<file path="config.mk">
export PLATFORM = sky130hd
export DESIGN_NAME = decoder_nto2n_seq
export DESIGN_NICKNAME = d
export VERILOG_FILES = /design/src/rtl/decoder_nto2n_seq.sv
export SDC_FILE = /design/constraint.sdc
export NUM_CORES = 1
export LEC_CHECK = 0
export BUFFER_PORTS_ARGS = -buffer_cell sky130_fd_sc_hd__buf_2
export CORE_MARGIN = 5
export CORE_UTILIZATION = 31
export DETAILED_ROUTE_END_ITERATION = 12
export PLACE_DENSITY_LB_ADDON = 0.3
export SETUP_SLACK_MARGIN = 0.5
export SYNTH_ARGS = -nofsm -noshare
export SYNTH_HDL_FRONTEND = slang
export SYNTH_SLANG_ARGS = --single-unit
</file>
<file path="constraint.sdc">
create_clock -name clk -period 2.2 [get_ports clk]
set_input_delay 0.33 -clock clk [delete_from_list [all_inputs] [get_ports clk]]
set_output_delay 0.33 -clock clk [all_outputs]
set_load 0.01 [all_outputs]
</file>
<file path="src/rtl/decoder_nto2n_seq.sv">
// Sequenced N-to-2**N decoder: a direct request is held for HOLD_CYCLES cycles, or the block walks every output (scan).
// Scan mode is only built when the DECODER_SCAN_EN macro is defined; otherwise mode is ignored and scan_wrap stays 0.
module decoder_nto2n_seq #(
    parameter int N           = 2,
    parameter int HOLD_CYCLES = 4
) (
    input  logic                clk,
    input  logic                rst,
    input  logic                en,
    input  logic                mode,
    input  logic                sel_valid,
    input  logic [N-1:0]        sel,
    output logic                sel_ready,
    output logic [(2**N)-1:0]   D,
    output logic                D_valid,
    output logic                busy,
    output logic                scan_wrap,
    output logic [1:0]          state_dbg
);

    localparam int W = 2**N;
    localparam logic [7:0] RELOAD = 8'(HOLD_CYCLES - 1);

    typedef enum logic [1:0] {
        IDLE = 2'd0,
        HOLD = 2'd1,
        SCAN = 2'd2
    } state_t;

    state_t         state, state_nx;
    logic [W-1:0]   d_nx;
    logic           d_valid_nx;
    logic           wrap_nx;
    logic [7:0]     timer, timer_nx;
    logic           mode_eff;

`ifdef DECODER_SCAN_EN
    logic [N-1:0]   idx, idx_nx;
    assign mode_eff = mode;
`else
    logic           unused_mode;
    assign unused_mode = mode;
    assign mode_eff    = 1'b0;
`endif

    // Handshake: a request transfers on a rising edge where sel_valid && sel_ready;
    // sel_ready depends only on the registered state and en/mode, never on sel_valid.
    assign sel_ready = (state == IDLE) && en && !mode_eff;
    assign busy      = (state != IDLE);
    assign state_dbg = state;

    always_comb begin
        state_nx   = state;
        d_nx       = D;
        d_valid_nx = D_valid;
        wrap_nx    = 1'b0;
        timer_nx   = timer;
`ifdef DECODER_SCAN_EN
        idx_nx     = idx;
`endif
        if (!en) begin
            state_nx   = IDLE;
            d_nx       = '0;
            d_valid_nx = 1'b0;
            timer_nx   = '0;
        end else begin
            case (state)
                IDLE: begin
`ifdef DECODER_SCAN_EN
                    if (mode) begin
                        state_nx   = SCAN;
                        idx_nx     = '0;
                        d_nx       = W'(1);
                        d_valid_nx = 1'b1;
                        timer_nx   = RELOAD;
                    end else
`endif
                    if (sel_valid) begin
                        state_nx   = HOLD;
                        d_nx       = W'(1) << sel;
                        d_valid_nx = 1'b1;
                        timer_nx   = RELOAD;
                    end
                end
                HOLD: begin
                    if (timer == 8'd0) begin
                        state_nx   = IDLE;
                        d_nx       = '0;
                        d_valid_nx = 1'b0;
                    end else begin
                        timer_nx = timer - 8'd1;
                    end
                end
                SCAN: begin
`ifdef DECODER_SCAN_EN
                    if (!mode) begin
                        state_nx   = IDLE;
                        d_nx       = '0;
                        d_valid_nx = 1'b0;
                        timer_nx   = '0;
                    end else if (timer == 8'd0) begin
                        // Index rolls over naturally in N bits; flag the top-to-zero step.
                        idx_nx   = idx + N'(1);
                        d_nx     = W'(1) << (idx + N'(1));
                        wrap_nx  = (idx == N'(W - 1));
                        timer_nx = RELOAD;
                    end else begin
                        timer_nx = timer - 8'd1;
                    end
`else
                    state_nx   = IDLE;
                    d_nx       = '0;
                    d_valid_nx = 1'b0;
                    timer_nx   = '0;
`endif
                end
                default: begin
                    state_nx   = IDLE;
                    d_nx       = '0;
                    d_valid_nx = 1'b0;
                    timer_nx   = '0;
                end
            endcase
        end
    end

    always_ff @(posedge clk or posedge rst) begin
        if (rst) begin
            state     <= IDLE;
            D         <= '0;
            D_valid   <= 1'b0;
            scan_wrap <= 1'b0;
            timer     <= '0;
        end else begin
            state     <= state_nx;
            D         <= d_nx;
            D_valid   <= d_valid_nx;
            scan_wrap <= wrap_nx;
            timer     <= timer_nx;
        end
    end

`ifdef DECODER_SCAN_EN
    always_ff @(posedge clk or posedge rst) begin
        if (rst) idx <= '0;
        else     idx <= idx_nx;
    end
`endif

endmodule

</file>
==> results of run 1 <==
-- state kept, by name, summed over array words and instances, names as in the netlist --
signal,count
D,4
timer,8
D_valid,1
-- cell type report --
type / instances / area share (%)
tap: 30 / 3.88
clock buffer: 4 / 2.71
timing repair buffer: 18 / 10.6
inverter: 5 / 1.94
multi-input combinational: 62 / 47.2
sequential: 13 / 33.7
-- cells by family after synthesis --
kind of cell | synth area share (%)
compound gates | 16.4
fa+ha+maj | 1.53
buf+inv | 7.80
flops | 39.8
mux | 2.45
other cells | 0.458
simple gates | 31.7
-- layer usage --
metal / vias to the layer above / global-route usage (%)
li1: 350 / -
met1: 351 / 15.2
met2: 18 / 17.2
met3: 2 / 5.03
met4: 0 / 2.73
met5: - / 0
-- worst paths after layout --
check                                 to  slack [ps]  depth (start not counted)     start
worst min-delay path                D[2]          60                          2       rst
worst max register to register  timer[7]         540                          4  timer[0]
min in group clk                    D[3]         360                          3    sel[0]
worst min register to register      D[1]         530                          2      D[1]
max in group asynchronous        D_valid        1770                          2       rst
worst max-delay path            timer[7]         540                          4  timer[0]
-- cells in the final DEF, fill, tap and decap left out, types with 3 or more instances in the layout --
master and count:
sky130_fd_sc_hd__inv_1 3, sky130_fd_sc_hd__buf_4 5, sky130_fd_sc_hd__nand2_1 7, sky130_fd_sc_hd__o211ai_1 4, sky130_fd_sc_hd__dfrtp_1 12, sky130_fd_sc_hd__or3_1 3, sky130_fd_sc_hd__clkbuf_4 3, sky130_fd_sc_hd__buf_2 13
sky130_fd_sc_hd__nand3_1 8
-- through the flow --
stage	power, W	cell area, sq um
final	0.000653	968
after global routing	0.000701	968
after CTS	0.000641	936
after detailed placement	0.000475	895
after global placement	0.000471	895
after floorplan	0.000429	822
-- power breakdown --
| part | total, W | internal [W] | switching [W] |
|---|---|---|---|
| registers | 0.000285 | 0.000258 | 0.0000275 |
| clock network | 0.000153 | 0.0000703 | 0.0000826 |
| logic | 0.000215 | 0.000101 | 0.000114 |
-- what timing repair did --
item                       CTS  global route
pin swaps                    1             3
setup endpoints to repair   10            11
gates resized for setup      2             5
setup buffers                1             2
hold endpoints to repair     0             0
-- worst reg2reg max path: cells and delay by family (launching register included) --
family	cells	cell delay, ps
AOI/OAI and AO/OA	2	530
and+or+nand+nor	1	460
DFF	1	410
buffers and inverters	1	150
==> results.md, run 1 <==
Outcome:
- The flow ran to the end, and the final reports show no timing, DRC or antenna violations.

Setup path:
- The maximum fanout count along the critical path is 5.
- STA classifies the critical path endpoint as a register.
- The largest individual stage delay along the critical path comes from the cell sky130_fd_sc_hd__or3_1.
- On the critical path the largest part of the delay comes from compound AO/OA/AOI/OAI gates.
- Counting both buffers and inverters, the worst setup path holds a total of 1.
- The signal on the critical path passes through buf_4, or3_1, o2111a_1, a221o_1.
- STA puts the critical path data required time at 2370 ps.
- The category of the critical setup timing path is reg -> reg.
- The delay of the slowest critical-path stage is 460 ps.
- The endpoint arrival time on the critical path is 1830 ps.
- The startpoint class of the critical path is a register.

Min path:
- The worst hold path class is in -> async.

Routing:
- The number of nets with antenna violations after detailed routing is 0.
- The iteration-0 DRC count of the detailed router is 34.
- The via density per instance is 5.46.
- The post-route met1 wirelength is 884 um.
- Signal routing reaches up to met4.
- The total via count in the routed design is 721.
- For this run, design rule violations remaining after detail routing come to 0.
- The routed length on met3 is 154 um.
- The final wirelength is 1.91 mm.
- After detailed routing, the met2 layer carries 859 um of wire.
- For this run, the detailed router's first-pass iteration total came to 4.
- Dividing the detail-routed wire length by the instance count gives 14.5 um.

Timing:
- After layout, the worst setup slack is 544 ps.
- Adding up every negative setup slack in the final design gives 0 ps.
- Static timing analysis puts the maximum clock frequency at 604 MHz.
- The clock skew is 4.24 ps.
- The count of endpoints failing hold in the final timing report is 0.
- The max-slew violation total from the final report is 0.
- Final hold analysis gives a worst-case slack of 62.7 ps.
- The final period demand of the worst path is 1660 ps.
- For the pin with the worst max-slew slack, the measured transition is 507 ps.
- Setup repair after global routing could not meet its margin everywhere.
- Measured against its own limit, the worst slew margin works out to 66.2%.
- The share of the clock period used by the worst path is 75.3%.
- Setup violations remaining at the end of the flow were counted as 0.

Logic synthesis:
- The number of instances in the synthesized netlist is 87.
- The summed instance area of the synthesized netlist is 818 sq um.
- The number of different library cells used by synthesis comes to 37.
- The synthesized design devotes to its leading area cell type 39.8% of total area.
- Ranked by total cell area, the synthesized netlist is headed by sky130_fd_sc_hd__dfrtp_1 (40%), sky130_fd_sc_hd__nand3_1 (4.9%), sky130_fd_sc_hd__buf_4 (3.7%).
- By count the netlist is led by sky130_fd_sc_hd__dfrtp_1 (13), sky130_fd_sc_hd__nand3_1 (8), sky130_fd_sc_hd__nand2_1 (7).
- The most frequent cell after synthesis is sky130_fd_sc_hd__dfrtp_1.
- The number of storage elements in the synthesis netlist is 13.
- Among all flip-flop cells after synthesis, the most frequent one is sky130_fd_sc_hd__dfrtp_1.
- Counting flops with an async set or reset pin after synthesis yields a share of 100%.
- The average instance in the mapped netlist occupies 9.41 sq um.
- The sequential share of the synthesized area is 39.8%.
- The biggest area consumer among synthesized cells is sky130_fd_sc_hd__dfrtp_1.
- For this run, the number of Yosys warnings is 0.
- In this run, synthesis inferred 0 flip-flops with an integrated enable.

Global route:
- The via count of the first global-routing pass came to 651.
- The wire length of the first global-routing pass is 3.08 mm.
- The number of antenna violations at the first check in global routing was 0.
- For this run the aggregate overflow at the end of global routing stands at 0.
- Entering global routing, the biggest net connects 22 pins.
- In the global route stage, overall resource usage came out at 11.5%.

Cells and area:
- The multi-input combinational cells in the finished layout cover a total of 457 sq um.
- The number of nets in the layout is 111.
- The layout-stage area growth over the synthesis result is 18.3%.
- After the flow finishes, the layout carries non-filler instances totaling 132.
- Cells fill 38.7% of the core in the end.
- The number of antenna diodes is 0.
- After filler insertion, the fill cell instance count of the layout stands at 245.
- The fraction of final layout cells with drive strength greater than 1 is 35.3%.
- Across the whole layout, storage elements account for 327 sq um.

Clock tree:
- The number of clock sinks is 13.
- The CTS tree is done.
- The H-tree depth reported by CTS is 1.
- The maximum count of clock buffers along a single path is 2.
- The later pin in the worst-skew pair is clocked with a latency of 280 ps.
- After clock tree synthesis, the clock-pin slew on the worst setup and hold paths is 90 ps.
- The number of hold buffers added after cts is 0.
- Counting the buffers created by CTS gives 3.
- In this run the clock root is driven by a sky130_fd_sc_hd__clkbuf_4.

Pwr:
- In this run the static leakage power is 0.417 nW.
- The power density over the cells is 675 nW/um^2.
- The worst voltage drop across the vdd grid is 323 uV.

Floorplanning:
- The starting density of the core is 32.7%.
- After floorplanning, the core was sized to cover 2500 sq um.
- The vertical die dimension is 61.4 um.
- Row generation in the floorplan step produced 18 rows.
- 17 I/O pins were placed.
- The die width is 61.4 um.
- The die covers 3770 sq um.

Place:
- Before CTS, the worst setup slack after placement is 424 ps.
- The weighted congestion at the end of routability-driven global placement is 0.724.
- Buffers placed on the I/O ports in this run total 13.
- The half-perimeter wire length of the detailed placement result is 1.29 mm.
- The cell count after placement is 125.

Job:
- Max-cap violations in this run came to 0.
No activity file was read; power rests on OpenSTA's default activity.
==> inputs of run 2 (changes only) <==
--- a/config.mk
+++ b/config.mk
@@ -5,6 +5,7 @@
 export SDC_FILE = /design/constraint.sdc
 export NUM_CORES = 1
 export LEC_CHECK = 0
+export ABC_AREA = 1
 export BUFFER_PORTS_ARGS = -buffer_cell sky130_fd_sc_hd__buf_2
 export CORE_MARGIN = 5
 export CORE_UTILIZATION = 31
==> constraint.sdc (replaced) <==
create_clock -name clk -period 1.5 [get_ports clk]
set_input_delay 0.225 -clock clk [delete_from_list [all_inputs] [get_ports clk]]
set_output_delay 0.225 -clock clk [all_outputs]
set_load 0.01 [all_outputs]
==> run 2 against run 1 <==
Net effect: utilization is 3.6 points higher; sequential power is 49% higher; maximum frequency is 28% higher; clock power is 50% higher; critical endpoint is now D[2]; largest cell class unchanged; highest routed layer unchanged.
==> results.md, run 2 <==
Cells and area:
- The number of antenna diodes is 0 (unchanged).
- The layout-stage area growth over the synthesis result is 32.1%.
- The final instance area is 1030 sq um (+6.3%).
- The fraction of final layout cells with drive strength greater than 1 is 35.9% (+0.64 points).
- The number of nets in the layout was 137 (+23%).
- Leaving out fill and tap cells, the most frequent cell in the layout is sky130_fd_sc_hd__nand2_1.
- The top cell types in the final layout, fill and taps aside, are sky130_fd_sc_hd__nand2_1 (21), sky130_fd_sc_hd__inv_1 (14), sky130_fd_sc_hd__dfrtp_1 (11).
- The sequential cell area is 328 sq um (+0.38%).
- The filler cell count in the final layout is 255 (+4.1%).
- The multi-input gate area in the final layout came to 395 sq um (-13%).
- In the final layout, the registers with the most flip-flops are timer x8, D x4, D_valid x1.
- Counting flops per register, the top entry is timer.
- The number of flip-flops under the largest register name is 8 (unchanged).

Timing:
- The final-layout setup total negative slack was 0 ps (unchanged).
- The count of endpoints failing hold in the final timing report is 0 (unchanged).
- The clock skew is 8.44 ps (+4.20 ps).
- The maximum clock frequency was 774 MHz (+28%).
- The number of setup violations in the final report was 0 (unchanged).
- The final period demand of the worst path is 1290 ps (-363 ps).
- The max-slew violation total from the final report is 0 (unchanged).
- The share of the clock period used by the worst path came to 86.2% (+11 points).
- Setup repair after global routing could not meet its margin everywhere.

Floorplanning:
- The vertical die dimension is 60.1 um (-2.0%).
- The area of the die is 3620 sq um (-4.0%).
- The starting density of the core is 32.0% (-0.69 points).
- The cell row count is 18 (unchanged).
- The placeable core region is 2430 sq um (-2.7%).
- The die width was 60.1 um (-2.0%).
- The count of boundary I/O pins came to 17 (unchanged).

Clock tree:
- The root buffer cell chosen for the clock tree is sky130_fd_sc_hd__clkbuf_4.
- The number of buffers added by the clock tree synthesis step is 3 (unchanged).
- The clock transition at the registers of the reported paths is 90 ps (about the same).
- The source-to-sink clock delay at the later pin of the worst-skew pair was 290 ps (about the same).
- The H-tree depth reported by CTS is 1 (unchanged).
- TritonCTS built the clock tree.
- The maximum count of clock buffers along a single path came to 2 (unchanged).
- The number of clock sinks is 13 (unchanged).

Setup path:
- The startpoint identified for the worst register-to-register timing path is timer[0].
- The worst endpoint required time was 1670 ps (-700 ps).
- The endpoint arrival time on the critical path is 1460 ps (-370 ps).
- The maximum fanout count along the critical path came to 4 (-1).
- The terminus of the critical flop-to-flop path is D[2].
- The setup slack of the most critical reg-to-reg path came to 210 ps (-340 ps).
- The startpoint class of the critical path is a register.
- The depth of the most critical reg-to-reg path came to 9 (+5).
- STA classifies the critical path endpoint as a register.
- The critical path is of the reg -> reg type.

Pwr:
- The worst voltage drop across the vdd grid was 722 uV (+120%).
- The power density over the cells came to 1090 nW/um^2 (+62%).
- The total leakage power was 0.540 nW (+29%).

Routing:
- The average routed wire per standard cell is 10.9 um (-25%).
- The number of nets with antenna violations after detailed routing is 0 (unchanged).
- The first-pass detailed-route iteration total is 4 (unchanged).
- The iteration-0 DRC count of the detailed router is 13 (-62%).
- The detailed-route DRC error count is 0 (unchanged).
- The via density per instance came to 4.54 (-17%).
- The total via count in the routed design was 717 (-0.55%).
- The final wirelength came to 1.72 mm (-9.9%).

Global route:
- The wire length of the first global-routing pass is 2.83 mm (-8.3%).
- The combined global-route utilization of all metal layers is 10.8% (-0.64 points).
- The global route total overflow came to 0 (unchanged).
- The via count of the first global-routing pass is 719 (+10%).
- The number of antenna violations at the first check in global routing is 0 (unchanged).
- The largest net degree at the start of global routing is 14 (-36%).

Logic synthesis:
- The sequential share of the synthesized area is 41.7% (+2.0 points).
- For this run, the leading register cell type out of synthesis is sky130_fd_sc_hd__dfrtp_1.
- The number of instances in the synthesized netlist is 105 (+21%).
- The summed instance area of the synthesized netlist was 779 sq um (-4.7%).
- The top-area cell type share of the netlist area is 41.7% (+2.0 points).
- The distinct cell type count after synthesis was 22 (-41%).
- By area the synthesized netlist is led by sky130_fd_sc_hd__dfrtp_1 (42%), sky130_fd_sc_hd__nand2_1 (12%), sky130_fd_sc_hd__inv_1 (8.2%).
- The number of flops mapped to enable cells by yosys is 0 (unchanged).
- sky130_fd_sc_hd__dfrtp_1 takes more of the synthesized area than any other cell.
- The number of storage elements in the synthesis netlist is 13 (unchanged).
- The fraction of registers with async set or reset after synthesis was 100% (unchanged).
- The most common cell in the synthesized netlist is sky130_fd_sc_hd__nand2_1.
- The average cell area after synthesis is 7.42 sq um (-21%).
- The count of yosys warnings during synthesis is 0 (unchanged).
- By count the netlist is led by sky130_fd_sc_hd__nand2_1 (24), sky130_fd_sc_hd__inv_1 (17), sky130_fd_sc_hd__dfrtp_1 (13).

Min path:
- Along the worst hold path, the cell count comes to 2.
- In this run the most critical hold path is launched from sel[1].
- The worst hold path terminates at D[0].
- The min-delay analysis places its worst path in the category in -> reg.

Place:
- The post-place instance area was 878 sq um (-1.8%).
- The weighted congestion at the end of routability-driven global placement is 0.810 (+12%).
- The half-perimeter wire length of the detailed placement result is 1.24 mm (-4.1%).
- The number of port buffers is 13 (unchanged).

Job:
- The max-cap check violation count is 0 (unchanged).

Outcome:
- The run finished with clean final reports.
==> run 2: per-stage QoR <==
step | setup slack [ps] | utilization, % | hold WS [ps] | instances | total power, W
finish | 207 | 42.3 | 142 | 158 | 0.00113
global route | 117 | 42.3 | 141 | 158 | 0.00123
CTS | 208 | 40.0 | 130 | 156 | 0.00110
detailed placement | 156 | 36.1 | 299 | 145 | 0.000807
global placement | 183 | 36.1 | 287 | 145 | 0.000799
floorplan | 293 | - | 102 | 106 | 0.000737
==> run 2: layer usage <==
| layer | part of all wire (%) | up-vias | track usage (%) |
|---|---|---|---|
| met3 | 4.6 | 5 | 2.38 |
| met2 | 49 | 14 | 17.9 |
| met5 | 0 | - | 0 |
| li1 | - | 368 | - |
| met1 | 43 | 330 | 12.2 |
| met4 | 3.0 | 0 | 7.59 |
==> run 2: how the worst max path moves through the flow <==
stage	end	slack, ps	from	cells past startpoint
after floorplan	D[2]	290	timer[0]	9
after global placement	D[2]	180	timer[0]	9
after detailed placement	D[2]	160	timer[0]	9
after CTS	timer[1]	210	timer[0]	8
after global routing	timer[7]	120	timer[3]	7
final	D[2]	210	timer[0]	9
==> run 2: area by class of cell <==
type	count	share of cell area [%]
inverter	20	7.65
clock buffer	4	2.55
multi-input combinational	69	38.4
tap	30	3.65
sequential	13	31.8
timing repair buffer	22	15.9
==> run 2: what timing repair did <==
| item | in CTS | in global routing |
|---|---|---|
| setup buffers | 6 | 2 |
| hold buffers | 1 | 0 |
| pin swaps | 5 | 3 |
| gates resized for setup | 4 | 10 |
| hold endpoints to repair | 13 | 0 |
| endpoints found under the setup margin | 21 | 22 |
==> run 2: worst max-delay path, stage by stage (launching register included) <==
cell,delay (ps)
sky130_fd_sc_hd__dfrtp_1,410
sky130_fd_sc_hd__inv_2,80
sky130_fd_sc_hd__ha_4,140
sky130_fd_sc_hd__nand2_4,50
sky130_fd_sc_hd__nor2_4,110
sky130_fd_sc_hd__nand2_2,100
sky130_fd_sc_hd__nand2_2,100
sky130_fd_sc_hd__nand2_4,60
sky130_fd_sc_hd__nand2_2,60
sky130_fd_sc_hd__o21ai_1,60
==> run 2: power breakdown <==
group / switching, W / leakage [nW] / total [W] / internal [W]
Combinational: 0.000265 / 0.354 / 0.000472 / 0.000206
Sequential: 0.0000335 / 0.171 / 0.000425 / 0.000392
Clock: 0.000126 / 0.0150 / 0.000229 / 0.000104
==> run 2: cells by family after synthesis <==
group                      Yosys count  share of synthesized area (%)
buffers and inverters               24                           13.5
xor gates and xnor gates             1                           1.12
other                                1                          0.481
and+or+nand+nor                     53                           32.7
DFF                                 13                           41.7
AOI/OAI and AO/OA                   12                           8.83
adders and majority gates            1                           1.60
==> inputs of run 3 (changes only) <==
==> constraint.sdc (replaced) <==
create_clock -name clk -period 1.58 [get_ports clk]
set_input_delay 0.237 -clock clk [delete_from_list [all_inputs] [get_ports clk]]
set_output_delay 0.237 -clock clk [all_outputs]
set_load 0.01 [all_outputs]
==> run 3 against run 2 <==
Net effect: final area down 0.49%; clock power down 8%; flip-flop and latch count unchanged; setup slack better by 87 ps; first-iteration DRC count down 54%; utilization down 0.21 points; total power down 5.5%; count of clock-buffer cells in the layout unchanged; maximum frequency up 0.58%; critical path type unchanged; highest routed layer unchanged.
==> results.md, run 3 (synthesis gave the netlist of run 2 again) <==
Outcome:
- The run finished with clean final reports.

Timing:
- Setup repair after global routing could not meet its margin everywhere.
- The clock skew is 1.73 ps (-6.71 ps).
- The relative slew slack is 65.5%.
- The share of the clock period used by the worst path is 81.3% (-4.8 points).
- The final-layout setup total negative slack was 0 ps (unchanged).
- The maximum clock frequency came to 778 MHz (+0.58%).
- The final period demand of the worst path is 1290 ps (-7.50 ps).
- The count of endpoints failing hold in the final timing report was 0 (unchanged).
- The slew at the pin with the worst max-slew slack is 517 ps.
- The number of setup violations in the final report was 0 (unchanged).
- The max-slew violation total from the final report is 0 (unchanged).

Setup path:
- The worst register-to-register path ends at timer[1].
- The maximum fanout count along the critical path came to 8 (+4).
- STA classifies the critical path startpoint as a register.
- The worst endpoint required time was 1790 ps (+120 ps).
- The cell family contributing the most delay on the critical path is simple AND/OR/NAND/NOR gates.
- The critical path ends at timer[1].
- The combined buffer and inverter count along the critical path is 1 (unchanged).
- Walking the worst path, the cells encountered are inv_2, ha_4, nand2_4, nor2_4, nand3_2, nand2_4, nor2_1, a21oi_2.
- The setup slack of the most critical reg-to-reg path was 290 ps (+90 ps).
- The most critical setup path has its startpoint at timer[0].
- The largest individual stage delay along the critical path comes from the cell sky130_fd_sc_hd__dfrtp_1.
- The cell occurring most often along the worst timing path is sky130_fd_sc_hd__nand2_4.
- The delay of the slowest critical-path stage is 410 ps (about the same).
- The reg-to-reg critical path startpoint is timer[0].
- The category of the critical setup timing path is reg -> reg.
- The depth of the most critical reg-to-reg path is 8 (-1).
- The count of cell instances traversed by the critical path is 8 (-1).
- The capturing element type of the critical path is a register.
- The endpoint arrival time on the critical path came to 1500 ps (+40 ps).

Global route:
- The via count of the first global-routing pass is 717 (-0.28%).
- The number of antenna violations at the first check in global routing is 0 (unchanged).
- The combined global-route utilization of all metal layers was 10.7% (-0.089 points).
- The global route total overflow is 0 (unchanged).
- The wire length of the first global-routing pass came to 2.93 mm (+3.6%).
- The largest net degree at the start of global routing came to 14 (unchanged).

Pwr:
- The worst voltage drop across the vdd grid was 498 uV (-31%).
- The total leakage power is 0.550 nW (+1.8%).
- The share of power burned in combinational logic is 42.3% (+0.4 points).
- The proportion of total power due to net switching came to 37.3% (-0.40 points).
- The cell internal power dissipation is 0.000667 W (-4.9%).
- The power density over the cells was 1040 nW/um^2 (-5.0%).
- The sequential share of power is 37.9% (about the same).
- The net load switching power is 0.000397 W (-6.5%).
- The clock network fraction of total power is 19.8% (-0.6 points).

Clock tree:
- The maximum count of clock buffers along a single path is 2 (unchanged).
- The clock transition at the registers of the reported paths is 80 ps (about the same).
- The number of clock sinks is 13 (unchanged).
- The source-to-sink clock delay at the later pin of the worst-skew pair is 280 ps (about the same).
- The number of buffers added by the clock tree synthesis step is 3 (unchanged).
- The H-tree depth reported by CTS was 1 (unchanged).
- CTS placed an instance of sky130_fd_sc_hd__clkbuf_4 at the clock tree root.
- The CTS tree is done.

Cells and area:
- The number of antenna diodes is 0 (unchanged).
- The filler cell count in the final layout is 264 (+3.5%).
- The number of flip-flops under the largest register name is 8 (unchanged).
- The area growth from synthesis to layout is 31.5%.
- In the final layout, the registers with the most flip-flops are timer x8, D x4, D_valid x1.
- The fraction of final layout cells with drive strength greater than 1 came to 34.1% (-1.8 points).
- timer holds more flip-flops than any other register.
- The final core utilization came to 42.1% (-0.21 points).
- The number of nets in the layout came to 138 (+0.73%).
- The library cells used most frequently in the layout, excluding fill and tap cells, are sky130_fd_sc_hd__nand2_1 (22), sky130_fd_sc_hd__inv_1 (15), sky130_fd_sc_hd__dfrtp_1 (12).
- Leaving out fill and tap cells, the most frequent cell in the layout is sky130_fd_sc_hd__nand2_1.

Floorplanning:
- The vertical die dimension is 60.1 um (unchanged).
- The placeable core region is 2430 sq um (unchanged).
- The die width was 60.1 um (unchanged).
- The area of the die is 3620 sq um (unchanged).
- The cell row count was 18 (unchanged).
- The starting density of the core is 32.0% (unchanged).
- The count of boundary I/O pins is 17 (unchanged).

Routing:
- The average routed wire per standard cell is 10.8 um (-0.80%).
- The iteration-0 DRC count of the detailed router is 6 (-7).
- The detailed-route DRC error count is 0 (unchanged).
- The via density per instance is 4.48 (-1.2%).
- The number of nets with antenna violations after detailed routing is 0 (unchanged).
- The first-pass detailed-route iteration total is 4 (unchanged).
- The total via count in the routed design was 713 (-0.56%).
- The final wirelength is 1.72 mm (-0.17%).

Place:
- The weighted congestion at the end of routability-driven global placement came to 0.809 (about the same).
- The number of port buffers is 13 (unchanged).
- The half-perimeter wire length of the detailed placement result was 1.25 mm (+0.56%).

Job:
- The max-cap check violation count is 0 (unchanged).

Min path:
- The worst hold path class is in -> reg.
run 3: cell types whose count changed in the layout (fill, tap and decap cells not counted):
cell	before	now
sky130_fd_sc_hd__clkinvlp_4	1	0
sky130_fd_sc_hd__nand2_1	21	22
sky130_fd_sc_hd__nand2_4	4	3
sky130_fd_sc_hd__buf_4	7	8
sky130_fd_sc_hd__dfrtp_1	11	12
sky130_fd_sc_hd__dfrtp_2	2	1
sky130_fd_sc_hd__inv_1	14	15
run 3: power by group through the flow:
stage                     clock network [W]  logic [W]  registers (W)
final                              0.000210   0.000450       0.000404
after global routing               0.000238   0.000518       0.000410
after CTS                          0.000222   0.000411       0.000403
after detailed placement                  0   0.000352       0.000414
after global placement                    0   0.000348       0.000411
after floorplan                           0   0.000290       0.000410
run 3: per-layer routing:
layer  track usage, %  vias up  wire (um)
met5                0        -          0
met4             2.85        0         19
met3             3.02        2        100
met2             18.7       19        890
met1             12.8      323        710
li1                 -      369          -
run 3: worst min-delay path by stage:
| stage | start | endpoint | cells after the start | slack (ps) |
|---|---|---|---|---|
| after global placement | rst | D[0] | 2 | 300 |
| after floorplan | rst | D[0] | 1 | 110 |
| after CTS | sel[1] | D[0] | 2 | 140 |
| after detailed placement | rst | D[2] | 2 | 310 |
| final | sel[1] | D[0] | 2 | 160 |
| after global routing | sel[1] | D[0] | 2 | 160 |
run 3: cell type report:
| cell class | count | area [sq um] | area share [%] |
|---|---|---|---|
| clock buffers | 4 | 26.3 | 2.56 |
| repair buffers | 23 | 171 | 16.7 |
| well taps | 30 | 37.5 | 3.66 |
| multi-input cells | 69 | 388 | 37.9 |
| flip-flops and latches | 13 | 327 | 31.9 |
| inverters | 20 | 75.1 | 7.33 |
run 3: timing repair:
action / 4_1_cts / 5_1_grt
buffers inserted: 6 / 3
pin swaps: 4 / 2
endpoints found under the hold margin: 7 / 0
gates resized for setup: 4 / 6
setup endpoints to repair: 17 / 20
hold buffers: 1 / 0
run 3: worst reg2reg max path, cell delays in order (launching register included):
cell                      delay (ps)
sky130_fd_sc_hd__dfrtp_1         410
sky130_fd_sc_hd__inv_2            80
sky130_fd_sc_hd__ha_4            140
sky130_fd_sc_hd__nand2_4          50
sky130_fd_sc_hd__nor2_4          110
sky130_fd_sc_hd__nand3_2         140
sky130_fd_sc_hd__nand2_4         130
sky130_fd_sc_hd__nor2_1           60
sky130_fd_sc_hd__a21oi_2          90
run 3: through the flow:
stage                     std cells  hold WS (ps)  setup WS (ps)  total power, W  area [sq um]
after floorplan                 106           114            373        0.000700           806
after global routing            159           158            200         0.00117          1020
after CTS                       156           144            289         0.00104           971
final                           159           159            295         0.00106          1020
after detailed placement        145           310            238        0.000766           878
after global placement          145           299            262        0.000759           878
